**src/rtl/axil_ctrl_regs_if.sv**
```systemverilog
// AXI-Lite control-port bundle between a bus master and the accelerator register file.
// Combinational wiring only; the master drives VALIDs, the slave drives READYs and responses.
interface axil_ctrl_regs_if;
    logic [31:0] S_AXI_AWADDR;
    logic        S_AXI_AWVALID;
    logic        S_AXI_AWREADY;
    logic [31:0] S_AXI_WDATA;
    logic [3:0]  S_AXI_WSTRB;
    logic        S_AXI_WVALID;
    logic        S_AXI_WREADY;
    logic [1:0]  S_AXI_BRESP;
    logic        S_AXI_BVALID;
    logic        S_AXI_BREADY;
    logic [31:0] S_AXI_ARADDR;
    logic        S_AXI_ARVALID;
    logic        S_AXI_ARREADY;
    logic [31:0] S_AXI_RDATA;
    logic [1:0]  S_AXI_RRESP;
    logic        S_AXI_RVALID;
    logic        S_AXI_RREADY;

    modport master (
        output S_AXI_AWADDR, S_AXI_AWVALID, S_AXI_WDATA, S_AXI_WSTRB, S_AXI_WVALID,
               S_AXI_BREADY, S_AXI_ARADDR, S_AXI_ARVALID, S_AXI_RREADY,
        input  S_AXI_AWREADY, S_AXI_WREADY, S_AXI_BRESP, S_AXI_BVALID,
               S_AXI_ARREADY, S_AXI_RDATA, S_AXI_RRESP, S_AXI_RVALID
    );

    modport slave (
        input  S_AXI_AWADDR, S_AXI_AWVALID, S_AXI_WDATA, S_AXI_WSTRB, S_AXI_WVALID,
               S_AXI_BREADY, S_AXI_ARADDR, S_AXI_ARVALID, S_AXI_RREADY,
        output S_AXI_AWREADY, S_AXI_WREADY, S_AXI_BRESP, S_AXI_BVALID,
               S_AXI_ARREADY, S_AXI_RDATA, S_AXI_RRESP, S_AXI_RVALID
    );
endinterface

```
**src/rtl/axil_ctrl_regs.sv**
```systemverilog
// AXI-Lite register file: CTRL/start, STATUS, W1C IRQ_STAT, IRQ_EN and NREG GP registers.
// Write commits one cycle after BVALID rises and waits on BREADY; reads return in 2 cycles and hold for RREADY.
module axil_ctrl_regs #(
    parameter int NREG   = 8,
    parameter int STAT_W = 8,
    parameter int IRQ_N  = 4
) (
    input  logic                 clk,
    input  logic                 rst,
    axil_ctrl_regs_if.slave      s_axi,
    output logic [2:0]           ctrl,
    output logic                 start,
    output logic [32*NREG-1:0]   gp_regs,
    input  logic [STAT_W-1:0]    status_in,
    input  logic [IRQ_N-1:0]     irq_src,
    output logic                 irq
);
    localparam logic [2:0] IDLE = 3'd0;
    localparam logic [2:0] WA   = 3'd1;
    localparam logic [2:0] WD   = 3'd2;
    localparam logic [2:0] B    = 3'd3;
    localparam logic [2:0] R1   = 3'd4;
    localparam logic [2:0] R2   = 3'd5;

    localparam int GW = (NREG > 1) ? $clog2(NREG) : 1;
    // Word indices 0..3 are CTRL/STATUS/IRQ_STAT/IRQ_EN, GP[k] sits at 4+k.
    localparam logic [7:0] MAP_END = 8'(4 + NREG);

    logic [2:0]       state, state_nxt;
    logic [7:0]       waddr_q, raddr_q, roff;
    logic [31:0]      wdata_q, wmask, clr_full, rd_word, rdata_q;
    logic [3:0]       wstrb_q;
    logic [1:0]       rresp_q;
    logic             b_first, commit, rd_mapped;
    logic [IRQ_N-1:0] irq_stat_q, irq_en_q, irq_clr;
    logic [31:0]      gp_q [NREG];

    always_comb begin
        state_nxt = state;
        case (state)
            IDLE: begin
                if (s_axi.S_AXI_AWVALID && s_axi.S_AXI_WVALID) state_nxt = B;
                else if (s_axi.S_AXI_AWVALID)                  state_nxt = WA;
                else if (s_axi.S_AXI_WVALID)                   state_nxt = WD;
                else if (s_axi.S_AXI_ARVALID)                  state_nxt = R1;
            end
            WA:      if (s_axi.S_AXI_WVALID)  state_nxt = B;
            WD:      if (s_axi.S_AXI_AWVALID) state_nxt = B;
            B:       if (s_axi.S_AXI_BREADY)  state_nxt = IDLE;
            R1:      state_nxt = R2;
            R2:      if (s_axi.S_AXI_RREADY)  state_nxt = IDLE;
            default: state_nxt = IDLE;
        endcase
    end

    assign s_axi.S_AXI_AWREADY = (state == IDLE) || (state == WD);
    assign s_axi.S_AXI_WREADY  = (state == IDLE) || (state == WA);
    assign s_axi.S_AXI_ARREADY = (state == IDLE);
    assign s_axi.S_AXI_BVALID  = (state == B);
    assign s_axi.S_AXI_BRESP   = ((state == B) && (waddr_q >= MAP_END)) ? 2'b10 : 2'b00;
    assign s_axi.S_AXI_RVALID  = (state == R2);
    assign s_axi.S_AXI_RDATA   = rdata_q;
    assign s_axi.S_AXI_RRESP   = rresp_q;

    // b_first marks only the first B cycle so a stalled BREADY never re-commits.
    assign commit   = (state == B) && b_first;
    assign wmask    = {{8{wstrb_q[3]}}, {8{wstrb_q[2]}}, {8{wstrb_q[1]}}, {8{wstrb_q[0]}}};
    assign clr_full = (commit && (waddr_q == 8'd2)) ? (wdata_q & wmask) : 32'd0;
    assign irq_clr  = clr_full[IRQ_N-1:0];
    assign roff     = raddr_q - 8'd4;

    always_comb begin
        rd_word   = 32'd0;
        rd_mapped = 1'b1;
        case (raddr_q)
            8'd0: rd_word[2:0]        = ctrl;
            8'd1: rd_word[STAT_W-1:0] = status_in;
            8'd2: rd_word[IRQ_N-1:0]  = irq_stat_q;
            8'd3: rd_word[IRQ_N-1:0]  = irq_en_q;
            default: begin
                if (raddr_q < MAP_END) rd_word = gp_q[roff[GW-1:0]];
                else                   rd_mapped = 1'b0;
            end
        endcase
    end

    always_ff @(posedge clk) begin
        if (rst) begin
            state      <= IDLE;
            b_first    <= 1'b0;
            waddr_q    <= 8'd0;
            raddr_q    <= 8'd0;
            wdata_q    <= 32'd0;
            wstrb_q    <= 4'd0;
            rdata_q    <= 32'd0;
            rresp_q    <= 2'b00;
            ctrl       <= 3'd0;
            start      <= 1'b0;
            irq_stat_q <= '0;
            irq_en_q   <= '0;
            irq        <= 1'b0;
            for (int k = 0; k < NREG; k++) gp_q[k] <= 32'd0;
        end else begin
            state   <= state_nxt;
            b_first <= (state != B) && (state_nxt == B);
            if (s_axi.S_AXI_AWVALID && s_axi.S_AXI_AWREADY) waddr_q <= s_axi.S_AXI_AWADDR[9:2];
            if (s_axi.S_AXI_WVALID && s_axi.S_AXI_WREADY) begin
                wdata_q <= s_axi.S_AXI_WDATA;
                wstrb_q <= s_axi.S_AXI_WSTRB;
            end
            // ARREADY is high in IDLE, but a concurrent write wins the slot.
            if ((state == IDLE) && (state_nxt == R1)) raddr_q <= s_axi.S_AXI_ARADDR[9:2];
            if (state == R1) begin
                rdata_q <= rd_word;
                rresp_q <= rd_mapped ? 2'b00 : 2'b10;
            end

            start <= 1'b0;
            if (commit && (waddr_q == 8'd0) && wstrb_q[0]) begin
                ctrl  <= wdata_q[2:0];
                start <= wdata_q[3];
            end
            if (commit && (waddr_q == 8'd3))
                irq_en_q <= (irq_en_q & ~wmask[IRQ_N-1:0]) | (wdata_q[IRQ_N-1:0] & wmask[IRQ_N-1:0]);
            for (int k = 0; k < NREG; k++) begin
                if (commit && (waddr_q == 8'(4 + k))) begin
                    for (int b = 0; b < 4; b++)
                        if (wstrb_q[b]) gp_q[k][8*b +: 8] <= wdata_q[8*b +: 8];
                end
            end
            irq_stat_q <= (irq_stat_q & ~irq_clr) | irq_src;
            irq        <= |(irq_stat_q & irq_en_q);
        end
    end

    for (genvar k = 0; k < NREG; k++) begin : g_gp_out
        assign gp_regs[32*k +: 32] = gp_q[k];
    end
endmodule

```
**src/flat_wrapper.sv**
```systemverilog
// flat-port wrapper written by rule: the top's interface ports become plain ports
module axil_ctrl_regs_flat 
#(
    parameter int NREG   = 8,
    parameter int STAT_W = 8,
    parameter int IRQ_N  = 4
)
  (clk, rst, ctrl, start, gp_regs, status_in, irq_src, irq, s_axi_S_AXI_AWADDR, s_axi_S_AXI_AWVALID, s_axi_S_AXI_WDATA, s_axi_S_AXI_WSTRB, s_axi_S_AXI_WVALID, s_axi_S_AXI_BREADY, s_axi_S_AXI_ARADDR, s_axi_S_AXI_ARVALID, s_axi_S_AXI_RREADY, s_axi_S_AXI_AWREADY, s_axi_S_AXI_WREADY, s_axi_S_AXI_BRESP, s_axi_S_AXI_BVALID, s_axi_S_AXI_ARREADY, s_axi_S_AXI_RDATA, s_axi_S_AXI_RRESP, s_axi_S_AXI_RVALID);
  axil_ctrl_regs_if s_axi_i ();
  input  logic clk;
  input  logic rst;
  output logic [2:0] ctrl;
  output logic start;
  output logic [32*NREG-1:0] gp_regs;
  input  logic [STAT_W-1:0] status_in;
  input  logic [IRQ_N-1:0] irq_src;
  output logic irq;
  input wire logic [$bits(s_axi_i.S_AXI_AWADDR)-1:0] s_axi_S_AXI_AWADDR;
  input wire logic [$bits(s_axi_i.S_AXI_AWVALID)-1:0] s_axi_S_AXI_AWVALID;
  input wire logic [$bits(s_axi_i.S_AXI_WDATA)-1:0] s_axi_S_AXI_WDATA;
  input wire logic [$bits(s_axi_i.S_AXI_WSTRB)-1:0] s_axi_S_AXI_WSTRB;
  input wire logic [$bits(s_axi_i.S_AXI_WVALID)-1:0] s_axi_S_AXI_WVALID;
  input wire logic [$bits(s_axi_i.S_AXI_BREADY)-1:0] s_axi_S_AXI_BREADY;
  input wire logic [$bits(s_axi_i.S_AXI_ARADDR)-1:0] s_axi_S_AXI_ARADDR;
  input wire logic [$bits(s_axi_i.S_AXI_ARVALID)-1:0] s_axi_S_AXI_ARVALID;
  input wire logic [$bits(s_axi_i.S_AXI_RREADY)-1:0] s_axi_S_AXI_RREADY;
  output wire logic [$bits(s_axi_i.S_AXI_AWREADY)-1:0] s_axi_S_AXI_AWREADY;
  output wire logic [$bits(s_axi_i.S_AXI_WREADY)-1:0] s_axi_S_AXI_WREADY;
  output wire logic [$bits(s_axi_i.S_AXI_BRESP)-1:0] s_axi_S_AXI_BRESP;
  output wire logic [$bits(s_axi_i.S_AXI_BVALID)-1:0] s_axi_S_AXI_BVALID;
  output wire logic [$bits(s_axi_i.S_AXI_ARREADY)-1:0] s_axi_S_AXI_ARREADY;
  output wire logic [$bits(s_axi_i.S_AXI_RDATA)-1:0] s_axi_S_AXI_RDATA;
  output wire logic [$bits(s_axi_i.S_AXI_RRESP)-1:0] s_axi_S_AXI_RRESP;
  output wire logic [$bits(s_axi_i.S_AXI_RVALID)-1:0] s_axi_S_AXI_RVALID;
  assign s_axi_i.S_AXI_AWADDR = s_axi_S_AXI_AWADDR;
  assign s_axi_i.S_AXI_AWVALID = s_axi_S_AXI_AWVALID;
  assign s_axi_i.S_AXI_WDATA = s_axi_S_AXI_WDATA;
  assign s_axi_i.S_AXI_WSTRB = s_axi_S_AXI_WSTRB;
  assign s_axi_i.S_AXI_WVALID = s_axi_S_AXI_WVALID;
  assign s_axi_i.S_AXI_BREADY = s_axi_S_AXI_BREADY;
  assign s_axi_i.S_AXI_ARADDR = s_axi_S_AXI_ARADDR;
  assign s_axi_i.S_AXI_ARVALID = s_axi_S_AXI_ARVALID;
  assign s_axi_i.S_AXI_RREADY = s_axi_S_AXI_RREADY;
  assign s_axi_S_AXI_AWREADY = s_axi_i.S_AXI_AWREADY;
  assign s_axi_S_AXI_WREADY = s_axi_i.S_AXI_WREADY;
  assign s_axi_S_AXI_BRESP = s_axi_i.S_AXI_BRESP;
  assign s_axi_S_AXI_BVALID = s_axi_i.S_AXI_BVALID;
  assign s_axi_S_AXI_ARREADY = s_axi_i.S_AXI_ARREADY;
  assign s_axi_S_AXI_RDATA = s_axi_i.S_AXI_RDATA;
  assign s_axi_S_AXI_RRESP = s_axi_i.S_AXI_RRESP;
  assign s_axi_S_AXI_RVALID = s_axi_i.S_AXI_RVALID;
  axil_ctrl_regs #(.NREG(NREG), .STAT_W(STAT_W), .IRQ_N(IRQ_N)) u_core (.clk(clk), .rst(rst), .s_axi(s_axi_i), .ctrl(ctrl), .start(start), .gp_regs(gp_regs), .status_in(status_in), .irq_src(irq_src), .irq(irq));
endmodule
```
**config.mk**
```make
export PLATFORM = sky130hd
export DESIGN_NAME = axil_ctrl_regs_flat
export DESIGN_NICKNAME = d
export VERILOG_FILES = /design/src/rtl/axil_ctrl_regs_if.sv /design/src/rtl/axil_ctrl_regs.sv /design/src/flat_wrapper.sv
export SDC_FILE = /design/constraint.sdc
export NUM_CORES = 1
export LEC_CHECK = 0
export BUFFER_PORTS_ARGS = -buffer_cell sky130_fd_sc_hd__buf_2
export CAP_MARGIN = 5
export CORE_MARGIN = 8
export CORE_UTILIZATION = 46
export DETAILED_ROUTE_END_ITERATION = 16
export HOLD_SLACK_MARGIN = 0.08
export PLACE_DENSITY = 0.72
export SYNTH_ARGS = -nofsm -noshare
export SYNTH_HDL_FRONTEND = slang
export SYNTH_SLANG_ARGS = --single-unit
```
**constraint.sdc**
```tcl
create_clock -name clk -period 5.3 [get_ports clk]
set_input_delay 0.265 -clock clk [delete_from_list [all_inputs] [get_ports clk]]
set_output_delay 0.265 -clock clk [all_outputs]
set_load 0.05 [all_outputs]
```
After elaboration in Yosys (flattened, before gate mapping)
Memory sizes are Yosys's and may differ from the RTL's. Cells that the tools add are included.

$lt $le $gt $ge: 2. Equality and inequality tests: 21. $add $sub $neg: 1. Mux-type cells: 153. Bitwise logic cells: 42. Reduce and logical (&&, ||, !) cells: 28.

Operators by type and width (count): 8-bit two-way mux (32); 1-bit two-way mux (104); 8-bit by 2-bit equality test with 1-bit output (second input constant) (4); 8-bit by 3-bit equality test with 1-bit output (second input constant) (4); 8-bit by 4-bit equality test with 1-bit output (second input constant) (4); 32-bit two-way mux (1); 1-bit bitwise OR (32); 24-bit two-way mux (1); 3-bit two-way mux (8); 4-bit AND (5); 1-bit logical AND (19); 3-bit case mux with 6 select lines (1); 8-bit logical NOT (2); 3-bit case mux with 4 select lines (1); 3-bit by 2-bit equality test with 1-bit output (second input constant) (3); 3-bit equality test (second input constant) (3); 8-bit by 1-bit equality test with 1-bit output (second input constant) (1); 8-bit by 4-bit greater-or-equal comparator with 1-bit output (second input constant) (1); 8-bit by 4-bit < comparator with 1-bit output (second input constant) (1); 4-bit inverter (2); 4-bit bitwise OR (2); 4-bit case mux with 2 select lines (1); 4-bit OR reduction (2); 2-bit two-way mux (2); 10 further kinds (11).

Bits in registers: 103. Input bits: 119. Memories kept: 1. Bits in writable memories: 256. Output and inout port bits: 302.

Memory list: u_core.gp_q (words 8, bits a word 32, rd ports 9, clocked after Yosys merged registers in 0, wr ports 8, RTL line axil_ctrl_regs.sv:36) `logic [31:0] gp_q [NREG];`.

Longest topological paths before layout
Gate-level depths: netlist of the first run.

Depth after elaboration: 7. Mapped depth: 7.

Least setup slack after synthesis of the first run
OpenSTA, ideal clock, no wires.

Path type: register to output. From: register u_core.state[0]. To: output s_axi_S_AXI_BRESP[1]. Data arrival time: 1888 ps. Slack: 3147 ps. Cell stages (with the launch flop): 4. Path through: dfxtp_1 clkbuf_1 nand2_1 a211oi_1.

Cells in the longest elaborated chain, start to end: 3.

RTL lines: from (decl) (RTL line axil_ctrl_regs.sv:29) `logic [2:0] state, state_nxt;`; from (signal assigned) (RTL line axil_ctrl_regs.sv:104) `state <= state_nxt;`; 3-bit by 2-bit equality test with 1-bit output (RTL line axil_ctrl_regs.sv:60) `assign s_axi.S_AXI_BRESP = ((state == B) && (waddr_q >= MAP_END)) ? 2'b10 : 2'b00;`; 1-bit logical AND (RTL line axil_ctrl_regs.sv:60); 2-bit two-way mux (RTL line axil_ctrl_regs.sv:60); to (decl) (RTL line flat_wrapper.sv:29) `output wire logic [$bits(s_axi_i.S_AXI_BRESP)-1:0] s_axi_S_AXI_BRESP;`.

No other way between the ends.

==> results of run 1 <==
## worst min-delay path, cell delays in order
cell and delay [ps]:
buf_2 100, nand2_1 130, a21oi_1 80
## cell usage in the layout, fill, tap and decap left out, drive strengths merged, types with 3 or more instances in the layout
cell / count
a311oi: 7
edfxtp: 256
a31oi: 5
buf: 378
dfxtp: 102
clkbuf: 55
clkinv: 11
nand3: 14
nor2: 243
nor3: 7
nand4b: 3
nand2: 118
and2: 4
clkinvlp: 3
mux4: 61
dlygate4sd3: 57
a21oi: 40
o31ai: 3
o22ai: 4
o21ai: 27
mux2i: 63
nor2b: 8
a21o: 8
nor4: 6
nand2b: 63
o2bb2ai: 3
inv: 38
## kinds of logic (layout without fill, tap and decap cells)
group,Yosys count,count (layout),share of synthesized area
AO/OA/AOI/OAI,104,104,0.04122
AND/OR/NAND/NOR,479,479,0.1477
flip-flops,358,358,0.6475
buffers and inverters,103,544,0.02864
other,1,2,0.0002496
multiplexers,125,125,0.1341
XOR/XNOR,1,1,0.0005830
## state kept, by name, summed over array words and instances, names as in the netlist, named ones only
signal / flops
u_core.ctrl: 3
u_core.start: 1
u_core.wstrb_q: 4
u_core.s_axi.S_AXI_RRESP: 1
u_core.raddr_q: 8
u_core.b_first: 1
u_core.irq_stat_q: 4
u_core.irq: 1
u_core.state: 3
u_core.gp_q: 256
u_core.waddr_q: 8
u_core.wdata_q: 32
u_core.s_axi.S_AXI_RDATA: 32
## final timing paths
| check | slack (ps) | end | startpoint |
|---|---|---|---|
| max | 2500 | u_core.gp_q[6][28] | u_core.waddr_q[5] |
| min reg2reg | 440 | u_core.s_axi.S_AXI_RDATA[24] | u_core.s_axi.S_AXI_RDATA[24] |
| min | 110 | u_core.wdata_q[18] | s_axi_S_AXI_WDATA[18] |
| max reg2reg | 2500 | u_core.gp_q[6][28] | u_core.waddr_q[5] |
## cell type report
| type | instances | area, sq um | share of cell area |
|---|---|---|---|
| flip-flops and latches | 358 | 9738 | 0.5116 |
| clock buffers | 55 | 1099 | 0.05772 |
| clock inverters | 16 | 133.9 | 0.007034 |
| inverters | 38 | 142.6 | 0.007494 |
| multi-input cells | 711 | 4882 | 0.2565 |
| repair buffers | 435 | 2485 | 0.1306 |
| well taps | 442 | 553.0 | 0.02906 |
## through the flow
stage | util | total power, mW
2_1_floorplan | - | 3.741
3_3_place_gp | 0.5323 | 3.947
3_5_place_dp | 0.5323 | 3.958
4_1_cts | 0.5880 | 6.582
5_1_grt | 0.5880 | 6.745
6_report | 0.5880 | 6.545
## Yosys cell counts, types with 3 or more instances
master	number	area share
nand2b_1	63	0.026
a21oi_1	40	0.013
clkbuf_1	32	0.0080
buf_1	4	0.0010
o22ai_1	4	0.0017
nor3_1	7	0.0023
mux4_2	61	0.091
nand3_2	8	0.0053
nor2_1	243	0.061
o31ai_1	3	0.0015
buf_2	26	0.0087
nand2_1	106	0.026
nor2b_1	8	0.0033
a31oi_1	5	0.0021
nand2_2	12	0.0050
o21ai_0	27	0.0090
a21o_1	8	0.0040
inv_1	38	0.0095
dfxtp_1	102	0.14
edfxtp_1	256	0.51
nand3_1	6	0.0020
and2_1	4	0.0017
mux2i_1	63	0.042
o2bb2ai_1	3	0.0017
nor4_4	3	0.0042
buf_4	3	0.0015
a311oi_1	7	0.0041
## metal layers
| metal | up-vias | part of all wire |
|---|---|---|
| met2 | 540 | 0.49 |
| li1 | 5010 | - |
| met1 | 5451 | 0.39 |
| met3 | 110 | 0.085 |
| met5 | - | 0.00071 |
| met4 | 6 | 0.039 |
## power breakdown
part / switching (mW) / internal [mW]
logic: 0.534 / 0.200
clock network: 1.07 / 1.54
registers: 0.0946 / 3.10
## repair_timing
action                                  4_1_cts  5_1_grt
endpoints found under the setup margin        0        0
hold buffers                                 57        0
endpoints found under the hold margin        57        0
==> impl_metrics.yaml, run 1 <==
status:
  status: "completed"
timing:
  timing.hold.ws_ps: 112.7
  rsz0062_at_grt: "no"
  slew_headroom: 0.3304
  slew_viol_final: 0
  layout_setup_ws_ps: 2502
  finalCriticalPeriod_ps: 2798
  hold_violations: 0
  fmax_mhz: 357.4
  fin_tns_setup_ps: 0
  skew_ps: 9.274
  setup_viol: 0
  tightestPinTransition_ps: 1004
  fin_crit_sh: 0.5279
logic_synthesis:
  synth_cell_types: 47
  synth_area_per_cell_sq_um: 12.83
  ys_warn_count: 0
  ys_ff_latch: 358
  syn-cell-area_sq_um: 15030
  syn-instance-count: 1171
  async_flop_share: 0
  yosysSeqAreaShare: 0.6475
  synth_edf_count: 256
  ys.flop_type: "edfxtp_1"
detailed_routing:
  avgViaCountPerCell: 5.410
  drt_pass1_iterations: 4
  avgRoutedWirePerCell_um: 22.72
  drt_iter0_drc: 809
  ant_nets: 0
  drc_errors: 0
  num_vias: 11120
  drt_wl_total_um: 46690
place:
  place.gp.congestion: 0.8664
  post-place-ws_ps: 2485
  port_buffers: 370
  dp_cells: 1927
  hpwlAfterDp_um: 33430
  dpl-instance-area_sq_um: 17230
grt:
  grt.busiest_layer: "met2"
  grtUsageMet1: 0.2947
  gr-usage-all-layers: 0.2340
  use_met3: 0.05083
  gr-usage-met2: 0.3908
  antenna_found_initial: 3
  first_global_vias: 11350
  grt-ovfl-total: 0
  grt_max_degree: 84
  grt_pass1_wl_um: 69460
floorplanning:
  die_h_um: 196.7
  initial_core_util: 0.4642
  chipWidth_um: 196.7
  rows: 66
  dieArea_sq_um: 38710
  io_pins: 421
  core-area_sq_um: 32370
cts:
  cts_buffer_depth: 3
  post_cts_buffers: 0
  numCtsBuffers: 39
  cts.sinks: 358
  cts-resized-gates: 0
  clk_pin_slew_ps: 60
  htreeDepth: 2
  insertion_delay_ps: 510
  cts_tree: "built"
  clock-root-buffer: "clkbuf_16"
job:
  drv_cap: 0
worst_setup_path:
  cp_num_cells: 4
  arrival_ps: 2950
  rr_worst_depth: 4
  startpoint_type: "flip-flop"
  cp_cell_sequence: "nor4b_1 -> and2_1 -> nor2b_1 -> a21o_1"
  critical-path-top-delay-family: "simple AND/OR/NAND/NOR gates"
  path_class: "flip-flop to flip-flop"
  cp_num_buf_inv: 0
  worst-path-max-fanout: 8
  crit_path_top_delay_cell: "nor4b_1"
  cp_data_required_time_ps: 5450
  slowest_delay_ps: 600
  critPathCaptureType: "flip-flop"
layout:
  final_nets: 1702
  synthToLayoutAreaGrowth_pct: 26.66
  instances_no_fill: 2055
  drive_gt1_frac: 0.3273
  design_area_sq_um: 19030
  diodes: 0
  num-fill-cells: 2650
power_and_ir_drop:
  powerDensity_nw_per_um2: 343.9
  p_leak_nw: 7.671
  irDropWorstVdd_mv: 0.2416
hold_path:
  hold_depth: 3
  hp-class: "input pin to flip-flop"
Power figures use the tool's default switching activity.
==> inputs of run 2 (changes only) <==
Clock period 5.3 ns to 2.7 ns, I/O delays scaled along.
==> run 2 against run 1 <==
Effect of this change:
- global-route usage up 0.39 points
- total power grew 97%
- sequential share of layout area is 0.83 points lower
- register-to-register slack got worse by 2300 ps
- combinational power is 100% higher
- via count up 2.1%
- routed wire length increased by 2.0%
- critical path type unchanged
- largest cell class unchanged
==> impl_metrics.yaml, run 2 (synthesized netlist as in run 1, its figures left out) <==
detailed_routing:
  num_vias: 11350
  drt_wl_total_um: 47620
  drt_iter0_drc: 941
  avgRoutedWirePerCell_um: 22.80
  drc_errors: 0
  avgViaCountPerCell: 5.434
  ant_nets: 0
  drt_pass1_iterations: 6
worst_setup_path:
  startpoint_type: "flip-flop"
  worst-path-max-fanout: 9
  reg2reg_from: "u_core.waddr_q[4]"
  rr_worst_depth: 6
  r2r-end: "u_core.gp_q[3][8]"
  critPathCaptureType: "flip-flop"
  arrival_ps: 2630
  path_class: "flip-flop to flip-flop"
  cp_data_required_time_ps: 2860
  crit_end: "u_core.gp_q[3][8]"
  worstSetupStartpoint: "u_core.waddr_q[4]"
  r2r_setup_slack_ps: 230
cts:
  cts_buffer_depth: 3
  cts.sinks: 358
  htreeDepth: 2
  clock-root-buffer: "clkbuf_16"
  numCtsBuffers: 39
  cts_tree: "built"
  insertion_delay_ps: 510
  clk_pin_slew_ps: 60
timing:
  skew_ps: 17.16
  setup_viol: 0
  fin_crit_sh: 0.9165
  tightestPinTransition_ps: 858.7
  slew_headroom: 0.4222
  slew_viol_final: 0
  fin_tns_setup_ps: 0
  finalCriticalPeriod_ps: 2474
  rsz0062_at_grt: "no"
  timing.hold.ws_ps: 98.46
  fmax_mhz: 404.1
  hold_violations: 0
hold_path:
  hp-class: "input pin to flip-flop"
power_and_ir_drop:
  swShare: 0.2589
  p_leak_nw: 7.862
  irDropWorstVdd_mv: 0.4584
  clockPowerShare: 0.397
  powerDensity_nw_per_um2: 665.9
  intPower_mw: 9.548
  switching_power_mw: 3.336
  seqPwrFrac: 0.486
  power.total_mw: 12.88
  pwr-share-comb: 0.117
grt:
  grt_pass1_wl_um: 70320
  gr-usage-all-layers: 0.2379
  first_global_vias: 11340
  grt_max_degree: 55
  grt-ovfl-total: 0
  antenna_found_initial: 1
layout:
  drive_gt1_frac: 0.3390
  design_area_sq_um: 19350
  regMostFlops: "u_core.gp_q"
  mostFrequentLayoutCells: "369 x buf_2, 256 x edfxtp_1, 242 x nor2_1"
  final_core_util: 0.5977
  num-fill-cells: 2562
  diodes: 0
  synthToLayoutAreaGrowth_pct: 28.75
  final_nets: 1735
  largest_reg_flops: 256
  layout_commonest_cell: "buf_2"
floorplanning:
  chipWidth_um: 196.7
  rows: 66
  die_h_um: 196.7
  initial_core_util: 0.4642
  core-area_sq_um: 32370
  io_pins: 421
  dieArea_sq_um: 38710
place:
  dpl-instance-area_sq_um: 17480
  hpwlAfterDp_um: 34790
  place.gp.congestion: 0.8837
  port_buffers: 370
status:
  status: "completed"
job:
  drv_cap: 0
run 2: cell types whose count changed in the layout (fill, tap and decap cells not counted), sizes merged:
cell / previous run / this run
buf: 378 / 405
clkinv: 11 / 12
clkinvlp: 3 / 1
dlygate4sd3: 57 / 63
inv: 38 / 39
run 2: layout make-up:
class                           count  area [sq um]  share of cell area
Inverter                           38         142.6            0.007372
Timing Repair Buffer              468          2798              0.1446
Tap cell                          442         553.0             0.02858
Sequential cell                   358          9738              0.5033
Multi-Input combinational cell    711          4882              0.2523
Clock buffer                       55          1099             0.05678
Clock inverter                     16         135.1            0.006984
run 2: metrics by stage:
stage,worst slack [ps],cells
global route,53.82,2088
global placement,315.4,1954
floorplan,589.4,1172
CTS,232.8,2088
finish,225.5,2088
detailed placement,250.5,1954
run 2: what timing repair did:
| item | 4_1_cts | 5_1_grt |
|---|---|---|
| hold endpoints to repair | 64 | 0 |
| gates resized for setup | 0 | 0 |
| hold buffers | 63 | 0 |
| setup buffers | 0 | 0 |
run 2: worst max-delay path: stages, from the launching register on:
cell	delay, ps
dfxtp_1	340
nor4b_1	460
buf_4	200
and2_1	360
buf_4	200
nand3_2	190
nand2b_1	370
run 2: per-layer routing:
| layer | wire length (um) | vias up | global-route usage | part of all wire |
|---|---|---|---|---|
| li1 | - | 5074 | - | - |
| met1 | 18790 | 5525 | 0.3058 | 0.39 |
| met2 | 23310 | 645 | 0.4016 | 0.49 |
| met3 | 4115 | 100 | 0.04622 | 0.086 |
| met4 | 1393 | 2 | 0.07857 | 0.029 |
| met5 | 10 | - | 0 | 0.00021 |
run 2: how the worst min path moves through the flow:
stage	from	end	slack, ps	depth (start not counted)
finish	rst	flip-flop	100	2
global route	rst	u_core.waddr_q[1]	110	2
CTS	rst	flip-flop	80	2
detailed placement	s_axi_S_AXI_ARADDR[3]	u_core.raddr_q[1]	370	3
global placement	s_axi_S_AXI_ARADDR[7]	u_core.raddr_q[5]	360	3
floorplan	s_axi_S_AXI_WDATA[10]	u_core.wdata_q[10]	270	2
run 2: power by group through the flow:
stage / clock (mW) / combinational [mW] / sequential (mW)
3_3_place_gp: 0 / 1.41 / 6.37
5_1_grt: 5.42 / 1.58 / 6.28
2_1_floorplan: 0 / 0.489 / 6.86
6_report: 5.12 / 1.50 / 6.26
3_5_place_dp: 0 / 1.43 / 6.37
4_1_cts: 5.21 / 1.50 / 6.26
